[src/rtl/dmem_pkg.sv]
// Shared types and default sizing for the processor data memory.
package dmem_pkg;

  typedef enum logic [1:0] {
    IDLE = 2'd0,
    BUSY = 2'd1,
    DONE = 2'd2
  } state_t;

  localparam int DMEM_ADDR_WIDTH = 8;
  localparam int DMEM_DATA_WIDTH = 8;
  localparam int DMEM_LATENCY    = 5;

endpackage

[src/rtl/dmem_array.sv]
// Byte storage: synchronous write, asynchronous read; contents are never reset.
// No handshake; the caller owns all sequencing.
module dmem_array #(
  parameter int ADDR_WIDTH = 8,
  parameter int DATA_WIDTH = 8
) (
  input  logic                  CLK,
  input  logic                  we,
  input  logic [ADDR_WIDTH-1:0] addr,
  input  logic [DATA_WIDTH-1:0] wdata,
  output logic [DATA_WIDTH-1:0] rdata
);

  logic [DATA_WIDTH-1:0] mem [2**ADDR_WIDTH];

  always_ff @(posedge CLK) begin
    if (we) mem[addr] <= wdata;
  end

  assign rdata = mem[addr];

endmodule

[src/rtl/data_memory.sv]
// Data memory with a programmable access latency; stalls the CPU through BUSYWAIT.
// DMEM_CONFLICT_ERR_EN turns simultaneous READ&WRITE into an ERROR pulse instead of a write.
module data_memory
  import dmem_pkg::*;
#(
  parameter int ADDR_WIDTH = DMEM_ADDR_WIDTH,
  parameter int DATA_WIDTH = DMEM_DATA_WIDTH,
  parameter int LATENCY    = DMEM_LATENCY
) (
  input  logic                  CLK,
  input  logic                  RESET,
  input  logic                  READ,
  input  logic                  WRITE,
  input  logic [ADDR_WIDTH-1:0] ADDRESS,
  input  logic [DATA_WIDTH-1:0] WRITEDATA,
  output logic [DATA_WIDTH-1:0] READDATA,
  output logic                  BUSYWAIT
`ifdef DMEM_CONFLICT_ERR_EN
  ,
  output logic                  ERROR
`endif
);

  localparam int CW = $clog2(LATENCY + 1);

  state_t                state;
  logic [CW-1:0]         cnt;
  logic                  op_wr;
  logic [ADDR_WIDTH-1:0] addr_q;
  logic [DATA_WIDTH-1:0] data_q;
  logic [DATA_WIDTH-1:0] rd_dat;
  logic                  arr_we;
  logic                  err_q;

  // The array is touched only on the final BUSY edge, using the captured request.
  assign arr_we = (state == BUSY) && (cnt == '0) && op_wr;

  dmem_array #(
    .ADDR_WIDTH(ADDR_WIDTH),
    .DATA_WIDTH(DATA_WIDTH)
  ) u_array (
    .CLK  (CLK),
    .we   (arr_we),
    .addr (addr_q),
    .wdata(data_q),
    .rdata(rd_dat)
  );

  assign BUSYWAIT = RESET && (((state == IDLE) && (READ || WRITE)) || (state == BUSY));

`ifdef DMEM_CONFLICT_ERR_EN
  assign ERROR = err_q;
`endif

  always_ff @(posedge CLK or negedge RESET) begin
    if (!RESET) begin
      state    <= IDLE;
      cnt      <= '0;
      op_wr    <= 1'b0;
      addr_q   <= '0;
      data_q   <= '0;
      READDATA <= '0;
      err_q    <= 1'b0;
    end else begin
      case (state)
        IDLE: begin
          if (READ || WRITE) begin
            addr_q <= ADDRESS;
            data_q <= WRITEDATA;
            op_wr  <= WRITE;
`ifdef DMEM_CONFLICT_ERR_EN
            if (READ && WRITE) begin
              state <= DONE;
              err_q <= 1'b1;
            end else begin
              cnt   <= CW'(LATENCY - 1);
              state <= BUSY;
            end
`else
            cnt   <= CW'(LATENCY - 1);
            state <= BUSY;
`endif
          end
        end
        BUSY: begin
          if (cnt != '0) begin
            cnt <= cnt - CW'(1);
          end else begin
            if (!op_wr) READDATA <= rd_dat;
            state <= DONE;
          end
        end
        DONE: begin
          // Request levels here belong to the instruction that just completed.
          state <= IDLE;
          err_q <= 1'b0;
        end
        default: state <= IDLE;
      endcase
    end
  end

endmodule

[config.mk]
export PLATFORM = sky130hd
export DESIGN_NAME = data_memory
export DESIGN_NICKNAME = d
export VERILOG_FILES = /design/src/rtl/dmem_pkg.sv /design/src/rtl/dmem_array.sv /design/src/rtl/data_memory.sv
export SDC_FILE = /design/constraint.sdc
export NUM_CORES = 2
export LEC_CHECK = 0
export CORE_MARGIN = 4
export CORE_UTILIZATION = 50
export DETAILED_ROUTE_END_ITERATION = 8
export PLACE_DENSITY = 0.65
export SYNTH_ARGS = -nofsm -noshare
export SYNTH_HDL_FRONTEND = slang
export SYNTH_HIERARCHICAL = 1
export SYNTH_SLANG_ARGS = --single-unit
[constraint.sdc]
create_clock -name CLK -period 5.3 [get_ports CLK]
set_clock_uncertainty 0.2 [all_clocks]
set_input_delay 1.06 -clock CLK [delete_from_list [all_inputs] [get_ports CLK]]
set_output_delay 1.06 -clock CLK [all_outputs]
set_load 0.02 [all_outputs]
## Word level (Yosys, flattened, before mapping)

Memory sizes are Yosys's and may differ from the RTL's. A register that Yosys moved wholly into a read port is not among the register bits.
Index checks and enable logic that the tools add are counted.

- Memory bits (writable): 2,048
- Memories: 1
- Output and inout port bits: 9
- Bits in registers: 22
- Input port bits: 20
- Word-level logic and storage cells: 36

Memory list:

| memory | words | width | read ports | clocked after memory_dff | write ports | line | source |
|---|---|---|---|---|---|---|---|
| u_array.mem | 256 | 8 | 1 | 1 | 1 | dmem_array.sv:14 | `logic [DATA_WIDTH-1:0] mem [2**ADDR_WIDTH];` |

- Eq/ne operators: 4
- Reduce and logical (&&, ||, !) cells: 15
- Add/sub/neg operators: 1
- Muxes and demuxes: 8
- Bitwise operators: 2

Operator list:

| operator | number |
|---|---|
| 2-to-1 mux 3 bit | 2 |
| case mux 3 bit (2 select lines) | 1 |
| AND reduction 3 bit | 2 |
| logical AND 1 bit | 4 |
| 2-to-1 mux 2 bit | 2 |
| != test 2 x 1 -> 1 bit, second input constant | 2 |
| case mux 2 bit (2 select lines) | 1 |
| AND reduction 2 bit | 2 |
| zero test 3 bit | 1 |
| nonzero test 3 bit | 1 |
| subtractor 3 x 1 -> 3 bit, second input constant | 1 |
| equality test 2 x 1 -> 1 bit, second input constant | 1 |
| zero test 2 bit | 1 |
| logical OR 1 bit | 2 |
| 2-to-1 mux 1 bit | 2 |
| != test 2 bit, second input constant | 1 |
| NOT 1 bit | 2 |
| nonzero test 2 bit | 1 |
| zero test 1 bit | 1 |

## Longest topological paths before layout

- Depth after elaboration: 5
- Depth in mapped cells: 10
- Mapped depth without buffers: 9

## Hierarchy

The synthesis kept the hierarchy.

By module, submodules not included:

| module | times used | cells each | area each (sq um) |
|---|---|---|---|
| dmem_array | 1 | 3,539 | 78,332.6 |
| data_memory | 1 | 80 | 1,212.4 |

## Least setup slack after synthesis

OpenSTA, ideal clock, no wires.

- Kind: register to register
- Start point: reg data_q[0]
- End point: mem u_array.mem[0][0], data pin
- Stages on the path, launching flop included: 1
- Data arrival time: 3.181 ns
- Setup slack: 1.116 ns
- Clock period less this slack: 4.184 ns
- Data required time: 4.297 ns
- Path through: dfrtp_1

RTL lines:

| what | line | source |
|---|---|---|
| start: declaration | data_memory.sv:30 | `logic [DATA_WIDTH-1:0] data_q;` |
| start signal: assignment | data_memory.sv:61 | `data_q <= '0;` |
| start signal: assignment | data_memory.sv:69 | `data_q <= WRITEDATA;` |
| end: declaration | dmem_array.sv:14 |  |

Straight into the memory's write port.

==> summary.md <==
| Metric | Value |
|---|---|
| MaxCap Viol Count | 0 |
| CP Data Arrival Time | 5.20 ns |
| Die ar. | 0.166 mm^2 |
| Post-route ant nets | 0 |
| Bufs on Longest Clock Path | 3 |
| Dpl ws | 0.581 ns |
| Area of the multi-input gates | 0.0162 mm^2 |
| Setup violators final | 0 |
| Fin crit share | 0.882 |
| CP Capture Type | register |
| Async set-reset flop share out of synthesis | 0.0144 |
| Post-synth net total | 3641 |
| Aggregate global routing overflow | 0 |
| Site Rows | 146 |
| CTS root buf | clkbuf_16 |
| Post-synth top area share | 0.773 |
| Netlist cell types | 33 |
| Vias in the first global route | 38415 |
| Hold buffer count at CTS | 0 |
| Post-Route Utilization | 0.565 |
| Worst hold path class | input port to async pin |
| Setup CP Type | register to register |
| 1st-iter DRT viols | 4525 |
| Outcome | complete, no violations |
| Yosys warns | 6 |
| Mapped Cells | 3619 |
| Number of synthesized flops with an enable pin | 2048 |
| Per-instance average area after synthesis | 22.0 um^2 |
| Placer Congestion | 0.801 |
| DR DRC count | 0 |
| Max IR drop VDD | 617 uV |
| Post-synthesis register bit count | 2078 |
| Top cells by area, synth | edfxtp_1 (77%), mux4_2 (14%), a22oi_1 (2.4%) |
| Initial Util | 0.503 |
| Clock Sinks | 2078 |
| Placed Area | 0.0831 mm^2 |
| CTS tree | built |
| Final Hold Slack | 0.143 ns |
| Fin. max-slew vios | 0 |
| Minimum clock period | 4.68 ns |
| Final WS setup | 0.623 ns |
| IO buf count | 28 |
| CTS resizes | 0 |
| Slew headroom | 0.0867 |
| Seq/Total Area, Yosys | 0.783 |
| Global-route wire length before repair | 275 mm |
| Largest area contributor in the netlist | edfxtp_1 |
| Area growth, synth to finish | 12.4% |
| Clock Pin Slew Worst Setup and Hold Paths | 0.06 ns |
| Setup TNS | 0 ns |
| Number of CTS-inserted buffers | 200 |
| Overall power | 49.0 mW |
| Largest net degree at the start of global routing | 217 |
| Final Instance Area | 0.0894 mm^2 |
| Final Routed Wirelength | 188 mm |
| Die Span X | 407 um |
| Worst slew pin tran | 1.35 ns |
| Worst-Skew Late Latency | 0.83 ns |
| # H-tree levels | 4 |
| Routed via count | 38394 |
| Post-Syn Area | 0.0795 mm^2 |
| Layout Nets | 3814 |
| CP Data Required Time | 5.82 ns |
| CP Launch Type | register |
| Most common cell in the synthesized netlist | edfxtp_1 |
| Filler-free cell count of the finished design | 6024 |
| Vert. Die Dim | 407 um |
| Fmax achieved | 0.214 GHz |
| GRT Overall Usage | 0.231 |
| Core Box Area | 0.158 mm^2 |
| TritonRoute pass-1 iters | 5 |
| Post-placement cell count | 5662 |
| DP HPWL | 111 mm |
| Unrepaired setup endpoints after global routing | no |
| Seq. cell area | 0.0623 mm^2 |
| Fill cell total of the finished layout | 11598 |
| Commonest cells post-synth | edfxtp_1 (2048), mux4_2 (512), a22oi_1 (256) |
| Crit Path Max Fanout | 44 |
| Pleak | 27.2 nW |
| Setup repair bufs after CTS | 0 |
| Wire length per cell | 31.3 um |
| Antenna violations before repair | 7 |
| Final hold vios | 0 |
| Via density | 6.37 |
| Share of cells above drive strength 1 | 0.251 |
| Most used DFF post-synth | edfxtp_1 |
| Total power per unit cell area | 549 mW/mm^2 |
| I/O pin count | 29 |
[worst max-delay path, cell delays in order (launching register included)]
cell and delay (ns):
dfrtp_4 0.85, buf_12 0.30, buf_12 0.33, mux4_2 0.60, a22oi_1 0.25, a21oi_1 0.20
o41ai_1 0.99, buf_4 0.32, nand4_1 0.10, mux2_2 0.32
[final cells by class]
| type | count | area share |
|---|---|---|
| sequential | 2078 | 0.697 |
| multi-input combinational | 1304 | 0.182 |
| clock buffer | 256 | 0.0589 |
| tap | 2072 | 0.0290 |
| timing repair buffer | 205 | 0.0217 |
| clock inverter | 104 | 0.0117 |
| inverter | 3 | 0.000126 |
| antenna | 2 | 0.0000560 |
[where the power goes]
part           internal [mW]  leakage (nW)  switching (mW)
Combinational           5.18          5.38            8.45
Clock                   7.75          3.06            5.99
Sequential              20.7          18.8           0.969
Total                   33.6          27.2            15.4
[layer usage]
layer | track usage | share of wire | vias up | routed length (um)
met3 | 0.0414 | 0.083 | 301 | 15600
met1 | 0.341 | 0.41 | 20661 | 76800
met4 | 0.0664 | 0.027 | 6 | 5010
li1 | - | - | 15675 | -
met2 | 0.360 | 0.48 | 1751 | 91000
met5 | 0 | 0.00014 | - | 27
[flip-flops by register name (all words and copies together), names as in the netlist]
name	flops
READDATA	8
cnt	3
u_array/mem	2048
op_wr	1
addr_q	8
state	2
data_q	8
[final timing paths]
check	startpoint	end	slack, ns	cells past startpoint
max	addr_q[0]	READDATA[6]	0.62	9
min	RESET	READDATA[6]	0.14	2
max reg2reg	addr_q[0]	READDATA[6]	0.62	9
min reg2reg	cnt[1]	cnt[1]	0.37	2
max in group asynchronous	RESET	addr_q[1]	4.31	2
min in group CLK	cnt[1]	cnt[1]	0.37	2
[logic make-up after synthesis]
logic type | share of synthesized area
buffers and inverters | 0.0143
multiplexers | 0.148
AND/OR/NAND/NOR | 0.0181
XOR/XNOR | 0.000110
adder cells (fa/ha/maj) | 0.000315
flip-flops | 0.783
AO/OA/AOI/OAI | 0.0363
[placed cells by master (no fill, tap or decap), types with 2 or more instances in the layout]
master	instances
a21oi_1	128
a22o_1	2
a22oi_1	256
and2_1	4
buf_12	27
buf_4	150
bufinv_16	15
clkbuf_1	52
clkbuf_16	201
clkbuf_8	3
clkdlybuf4s50_1	27
clkinv_1	54
clkinv_16	5
clkinv_2	20
clkinv_8	5
dfrtp_1	20
dfrtp_4	10
diode_2	2
edfxtp_1	2048
ha_1	2
inv_1	3
inv_16	2
inv_6	2
mux2_2	24
mux4_2	512
nand2_1	30
nand2b_1	6
nand2b_2	2
nand3_1	14
nand4_1	8
nor2_1	234
nor2b_1	6
nor2b_4	2
nor3_1	29
o41ai_1	28
o41ai_2	4
or2_2	2
(Power assumes the default switching activity.)
